--- src/rtl/fetch_unit.sv ---
// Instruction fetch front end: owns the PC, issues single outstanding word reads,
// and presents fetched instructions to decode through a valid/stall handshake.
module fetch_unit #(
    parameter logic [31:0] RESET_PC = 32'h00000060
) (
    input  logic        clk,
    input  logic        rst,
    input  logic        br_en,
    input  logic [31:0] br_target,
    input  logic        id_stall,
    output logic        if_valid,
    output logic [31:0] if_instr,
    output logic [31:0] if_pc,
    output logic        imem_read,
    output logic [31:0] imem_address,
    input  logic        imem_resp,
    input  logic [31:0] imem_rdata
);

    typedef enum logic [1:0] {FETCH, HOLD, DISCARD} state_t;

    state_t      state;
    state_t      state_next;
    logic [31:0] pc;
    logic [31:0] old_addr;
    logic [31:0] hold_instr;
    logic [31:0] hold_pc;
    logic        consumed;
    logic        out_free;

    assign consumed = if_valid && !id_stall;
    assign out_free = !if_valid || consumed;

    always_ff @(posedge clk) begin
        if (rst) begin
            state <= FETCH;
        end else begin
            state <= state_next;
        end
    end

    always_comb begin
        state_next = state;
        case (state)
            FETCH: begin
                if (br_en) begin
                    state_next = imem_resp ? FETCH : DISCARD;
                end else if (imem_resp && !out_free) begin
                    state_next = HOLD;
                end
            end
            HOLD: begin
                if (br_en || consumed) begin
                    state_next = FETCH;
                end
            end
            DISCARD: begin
                if (imem_resp) begin
                    state_next = FETCH;
                end
            end
            default: state_next = FETCH;
        endcase
    end

    // DISCARD keeps presenting the stale address until the orphaned read completes.
    always_comb begin
        imem_read    = (state != HOLD);
        imem_address = (state == DISCARD) ? old_addr : pc;
    end

    always_ff @(posedge clk) begin
        if (rst) begin
            pc         <= RESET_PC;
            old_addr   <= '0;
            if_valid   <= 1'b0;
            if_instr   <= '0;
            if_pc      <= '0;
            hold_instr <= '0;
            hold_pc    <= '0;
        end else begin
            if (consumed) begin
                if_valid <= 1'b0;
            end
            if (br_en) begin
                pc         <= {br_target[31:2], 2'b00};
                if_valid   <= 1'b0;
                hold_instr <= '0;
                hold_pc    <= '0;
                if (state == FETCH && !imem_resp) begin
                    old_addr <= pc;
                end
            end else begin
                case (state)
                    FETCH: begin
                        if (imem_resp) begin
                            pc <= pc + 32'd4;
                            if (out_free) begin
                                if_valid <= 1'b1;
                                if_instr <= imem_rdata;
                                if_pc    <= pc;
                            end else begin
                                hold_instr <= imem_rdata;
                                hold_pc    <= pc;
                            end
                        end
                    end
                    HOLD: begin
                        if (consumed) begin
                            if_valid <= 1'b1;
                            if_instr <= hold_instr;
                            if_pc    <= hold_pc;
                        end
                    end
                    default: begin
                    end
                endcase
            end
        end
    end

endmodule

--- config.mk ---
export PLATFORM = sky130hd
export DESIGN_NAME = fetch_unit
export DESIGN_NICKNAME = d
export VERILOG_FILES = /design/src/rtl/fetch_unit.sv
export SDC_FILE = /design/constraint.sdc
export NUM_CORES = 1
export LEC_CHECK = 0
export ABC_AREA = 0
export BUFFER_PORTS_ARGS = -buffer_cell sky130_fd_sc_hd__buf_2
export CELL_PAD_IN_SITES_DETAIL_PLACEMENT = 1
export CELL_PAD_IN_SITES_GLOBAL_PLACEMENT = 2
export CORE_UTILIZATION = 34
export CTS_CLUSTER_DIAMETER = 40
export DETAILED_ROUTE_END_ITERATION = 8
export PLACE_DENSITY = 0.92
export SETUP_SLACK_MARGIN = 0.05
export SLEW_MARGIN = 20
export SYNTH_ARGS = -nofsm -noshare
export SYNTH_HDL_FRONTEND = slang
export SYNTH_SLANG_ARGS = --single-unit
--- constraint.sdc ---
create_clock -name clk -period 7.5 [get_ports clk]
set_clock_uncertainty 0.2 [all_clocks]
set_input_delay 0.375 -clock clk [delete_from_list [all_inputs] [get_ports clk]]
set_output_delay 0.375 -clock clk [all_outputs]
set_load 0.02 [all_outputs]
Word level (Yosys, flattened, before mapping)
Index checks and enable logic that the tools add are counted.

Multiplexer cells: 23. Eq/ne operators: 9. Bitwise operators: 2. Reduce and logical (&&, ||, !) cells: 20. Add/sub/neg operators: 1.

Operators by type and width (count): $mux 32 (10); $pmux 32 s2 (2); $add 32x3->32 const B (1); $mux 2 (5); $ne 2x2->1 const B (5); $pmux 2 s3 (1); $reduce_and 2->1 (3); $reduce_and 3->1 (2); $reduce_bool 2->1 (3); $reduce_and 5->1 (1); $logic_not 1->1 (4); $mux 1 (4); $logic_and 1x1->1 (3); $ne 3x3->1 const B (1); $eq 2x1->1 const B (1); $eq 2x2->1 const B (1); $logic_not 2->1 (1); $logic_or 1x1->1 (2); $ne 2x1->1 const B (1); $not 1->1 (2); $pmux 1 s2 (1); $reduce_or 2->1 (1).

Word-level logic and storage cells: 64. Bits in registers: 195.

Logic depth before layout (Yosys ltp)
Depth after elaboration: 8. Depth in mapped cells: 7.

Worst setup path after synthesis
Ideal clock, no wire load.

Kind: register -> register. From: register pc[22]. To: register pc[31]. Path slack: 5145 ps. Period minus slack after synthesis: 2355 ps. Data arrival time: 2041 ps. Buffers on the path: 1. Library setup time: 114 ps. Stages on the path, launching flop included: 7. Path through: dfxtp_1 clkbuf_1 and4_1 nand4_1 nor4_1 mux2_2 a2111oi_0.

Word-level cells in the longest chain between the ends: 4.

Ends and longest elaborated chain: from (decl) (line 24) `logic [31:0] pc;`; from (signal assigned) (line 86) `pc <= {br_target[31:2], 2'b00};`; from (signal assigned) (line 97) `pc <= pc + 32'd4;`; $add 32x3->32 (line 97); $mux 32 (line 96) `if (imem_resp) begin`; $mux 32 (line 94) `case (state)`; $mux 32 (line 85) `if (br_en) begin`.

No other way between the ends. The select of a mux whose other input is x is not followed. A chain may end at the register's enable or synchronous reset.

Final worst setup path
From: register state[0]. To: register hold_instr[25].

Word-level cells in the longest chain between the ends: 2.

Ends and longest elaborated chain: from (decl) (line 22) `state_t state;`; from (signal assigned) (line 38) `state <= state_next;`; $logic_not 2->1 (line 94); $reduce_and 3->1 (no line); to (signal assigned) (line 103) `hold_instr <= imem_rdata;`; to (decl) (line 26) `logic [31:0] hold_instr;`.

No other way between the ends.

==> run_results.csv <==
group,metric,value,unit
global_route,track_usage,20.59,%
routing,dr.first_iter.drc_count,295,
timing,setup_ws,4.273,ns
routing,dr.pass1.iters,5,
synthesis,synth_cells,976,
placed_design,port-buffer-count,160,
cells_and_area,layout_common_cells,"212 x nand2_1, 187 x dfxtp_1, 159 x buf_2, 104 x a21oi_1, 92 x nor2_1",
timing,finalHoldViolCount,0,
synthesis,synth_top_family_by_area,"simple AND/OR/NAND/NOR gates",
clock_tree,cts_tree,"built",
synthesis,synthMuxAreaShare,11.61,%
critical_path,crit_path_cell_trace,"nor3b_2, nand3_2, buf_4, nand2_1, a21oi_1",
power_and_ir_drop,sw_frac_of_total,28.37,%
power_and_ir_drop,power_density,228.2,nW/um^2
synthesis,syn_area,8127,sq um
placed_design,dpl.hpwl,15480,microns
clock_tree,cts_buffers,17,
critical_path,critPathKind,"register to register",
critical_path,worst_path_largest_cell_delay,0.92,ns
cells_and_area,area_growth,24.23,%
timing,fmaxAchievable,0.3098,GHz
clock_tree,htree_levels,4,
placed_design,place_ws,4.257,ns
synthesis,synth_edf_count,0,
placed_design,gp_congestion,0.7442,
clock_tree,clkTransAtPathRegs,0.08,ns
synthesis,syn-mean-instance-area,8.326,sq um
power_and_ir_drop,p_leak,4.144,nW
synthesis,synth-xor-area-share,2.156,%
critical_path,path_buf_inv,1,
synthesis,synth_compound_area_share,15.29,%
die,dieHeight,156.6,microns
min_path,hold_class,"primary input to register",
critical_path,worst-path-max-fanout,40,
synthesis,synth_simple_gate_area_share,19.43,%
clock_tree,post-cts-setup-buffer-count,0,
timing,tightest_slew,1.028,ns
cells_and_area,layout_commonest_cell,"nand2_1",
timing,finalSetupViolCount,0,
power_and_ir_drop,p_int,1.651,mW
die,start_util,34.62,%
timing,fin_crit_sh,43.03,%
clock_tree,root_buffer,"clkbuf_16",
power_and_ir_drop,ir_drop,126.3,uV
timing,tns,0,ns
cells_and_area,post-route-util,43.01,%
run_status,status,"finished, final reports clean",
timing,drv_slew,0,
timing,hold_slack,0.01510,ns
critical_path,critPathSlowestCell,"nor3b_2",
routing,vias_per_cell,5.066,
global_route,overflow,0,
routing,finalWirelength,24740,microns
synthesis,ys_top_cells_by_area,"dfxtp_1 46%, nand2_1 9.8%, mux2i_1 8.0%, a211oi_1 6.9%, a21oi_1 6.4%",
global_route,antenna_found_initial,2,
timing,rsz0062_at_grt,"false",
power_and_ir_drop,switching_power,0.6537,mW
die,die-area,24520,sq um
global_route,grt_pass1_wl,39320,microns
routing,vias,7320,
run,maxCapViolations,0,
die,core-area,23470,sq um
timing,max_slew_margin,31.20,%
critical_path,arrival,3.32,ns
clock_tree,numClockSinks,187,
power_and_ir_drop,clkPwrFrac,40.9,%
synthesis,ys_seq_area_share,46.07,%
cells_and_area,drive_gt1_share,21.80,%
die,ioPinCount,167,
synthesis,yosysTopAreaCell,"dfxtp_1",
power_and_ir_drop,p_comb_share,12.5,%
synthesis,async_reset_ff_share,0,%
critical_path,crit_family,"simple AND/OR/NAND/NOR gates",
routing,ant_nets,0,
synthesis,synth_top_area_share,46.07,%
synthesis,ys.flop_type,"dfxtp_1",
global_route,grt_pass1_vias,7317,
routing,drc,0,
global_route,grt_max_degree,81,
synthesis,synthAdderAreaFrac,0.1540,%
die,die_x,156.6,microns
synthesis,synth_cell_types,44,
cells_and_area,fin_nets,1181,
clock_tree,ctsLongestPathBuffers,2,
synthesis,yosys_warnings,0,
timing,period_needed,3.227,ns
critical_path,start_kind,"register",
power_and_ir_drop,seqPwrFrac,46.6,%
routing,wire_per_inst,17.12,microns
clock_tree,clock_latency,0.43,ns
critical_path,end_kind,"register",
critical_path,worstPathRequired,7.59,ns
die,rows,56,
synthesis,yosys_register_bits,187,
==> cell type report <==
class,count,area [sq um]
antenna,2,5.005
tap,319,399.1
timing repair buffer,209,1284
clock buffer,17,425.4
multi-input combinational,687,4020
sequential,187,3744
inverter,9,33.78
clock inverter,15,185.2
fill,2821,13380
==> state kept, by name, indices dropped and copies added (netlist names) <==
register / count
if_valid: 1
if_pc: 30
state: 2
if_instr: 32
pc: 30
hold_instr: 32
old_addr: 30
hold_pc: 30
==> worst paths after layout <==
kind / end / from / slack [ns] / depth (start not counted)
hold reg to reg: hold_instr[22] / hold_instr[22] / 0.25 / 2
hold / removal: pc[24] / br_target[24] / 0.02 / 3
setup reg to reg: hold_instr[25] / state[0] / 4.27 / 5
setup / recovery: hold_instr[25] / state[0] / 4.27 / 5
==> cells by family (layout without fill, tap and decap cells) <==
group / after synthesis / count (layout)
AO/OA/AOI/OAI: 203 / 203
XOR/XNOR: 20 / 20
adder cells (fa/ha/maj): 1 / 1
buffers and inverters: 105 / 250
flip-flops: 187 / 187
multiplexers: 91 / 91
other: 1 / 6
AND/OR/NAND/NOR: 368 / 368
==> power by group through the flow <==
| stage | combinational (mW) | sequential [mW] | clock [mW] |
|---|---|---|---|
| after floorplan | 0.158 | 1.11 | 0 |
| after global placement | 0.267 | 1.09 | 0 |
| after detailed placement | 0.272 | 1.10 | 0 |
| after CTS | 0.288 | 1.07 | 0.969 |
| after global routing | 0.315 | 1.08 | 1.01 |
| final | 0.288 | 1.07 | 0.942 |
==> per-layer routing <==
metal,vias up,share of wire (%),GRT usage (%)
met5,-,0,0
met4,0,1.4,6.583
met3,22,3.1,2.935
met2,146,50,35.35
met1,3532,46,26.47
li1,3620,-,-
==> worst reg2reg max path, cell delays in order (launching register included) <==
cell and delay (ns):
dfxtp_1 0.49, nor3b_2 0.92, nand3_2 0.71, buf_4 0.53, nand2_1 0.17, a21oi_1 0.07
==> repair_timing <==
item / CTS / global route
hold buffers: 37 / 0
setup endpoints to repair: 0 / 0
hold endpoints to repair: 37 / 0
gates resized for setup: 0 / 0
==> metrics by stage <==
step / total power [mW] / std cells / instance area, sq um
finish: 2.304 / 1445 / 10100
floorplan: 1.267 / 979 / 8138
global placement: 1.362 / 1373 / 9082
CTS: 2.332 / 1442 / 10060
global route: 2.403 / 1445 / 10100
detailed placement: 1.369 / 1373 / 9082
==> synthesized netlist by cell type, types with 2 or more instances <==
cell type,instances
mux2_2,26
or3_1,6
or2_2,2
nor3_1,8
o21ai_0,13
mux2i_1,65
or4_1,3
xnor2_1,17
o21bai_1,2
a311oi_1,5
dfxtp_1,187
a21oi_1,104
nand2_1,212
nand3_1,12
a211oi_1,75
xor2_1,3
buf_1,12
clkbuf_2,2
nand2b_1,2
nand4_1,5
and3_1,3
and4_1,4
inv_1,9
a2111oi_0,2
nor4_1,8
nor2_1,92
clkbuf_1,71
buf_2,6
nor4_2,2
buf_4,4
Note: power is estimated with default switching activity, not from simulation.
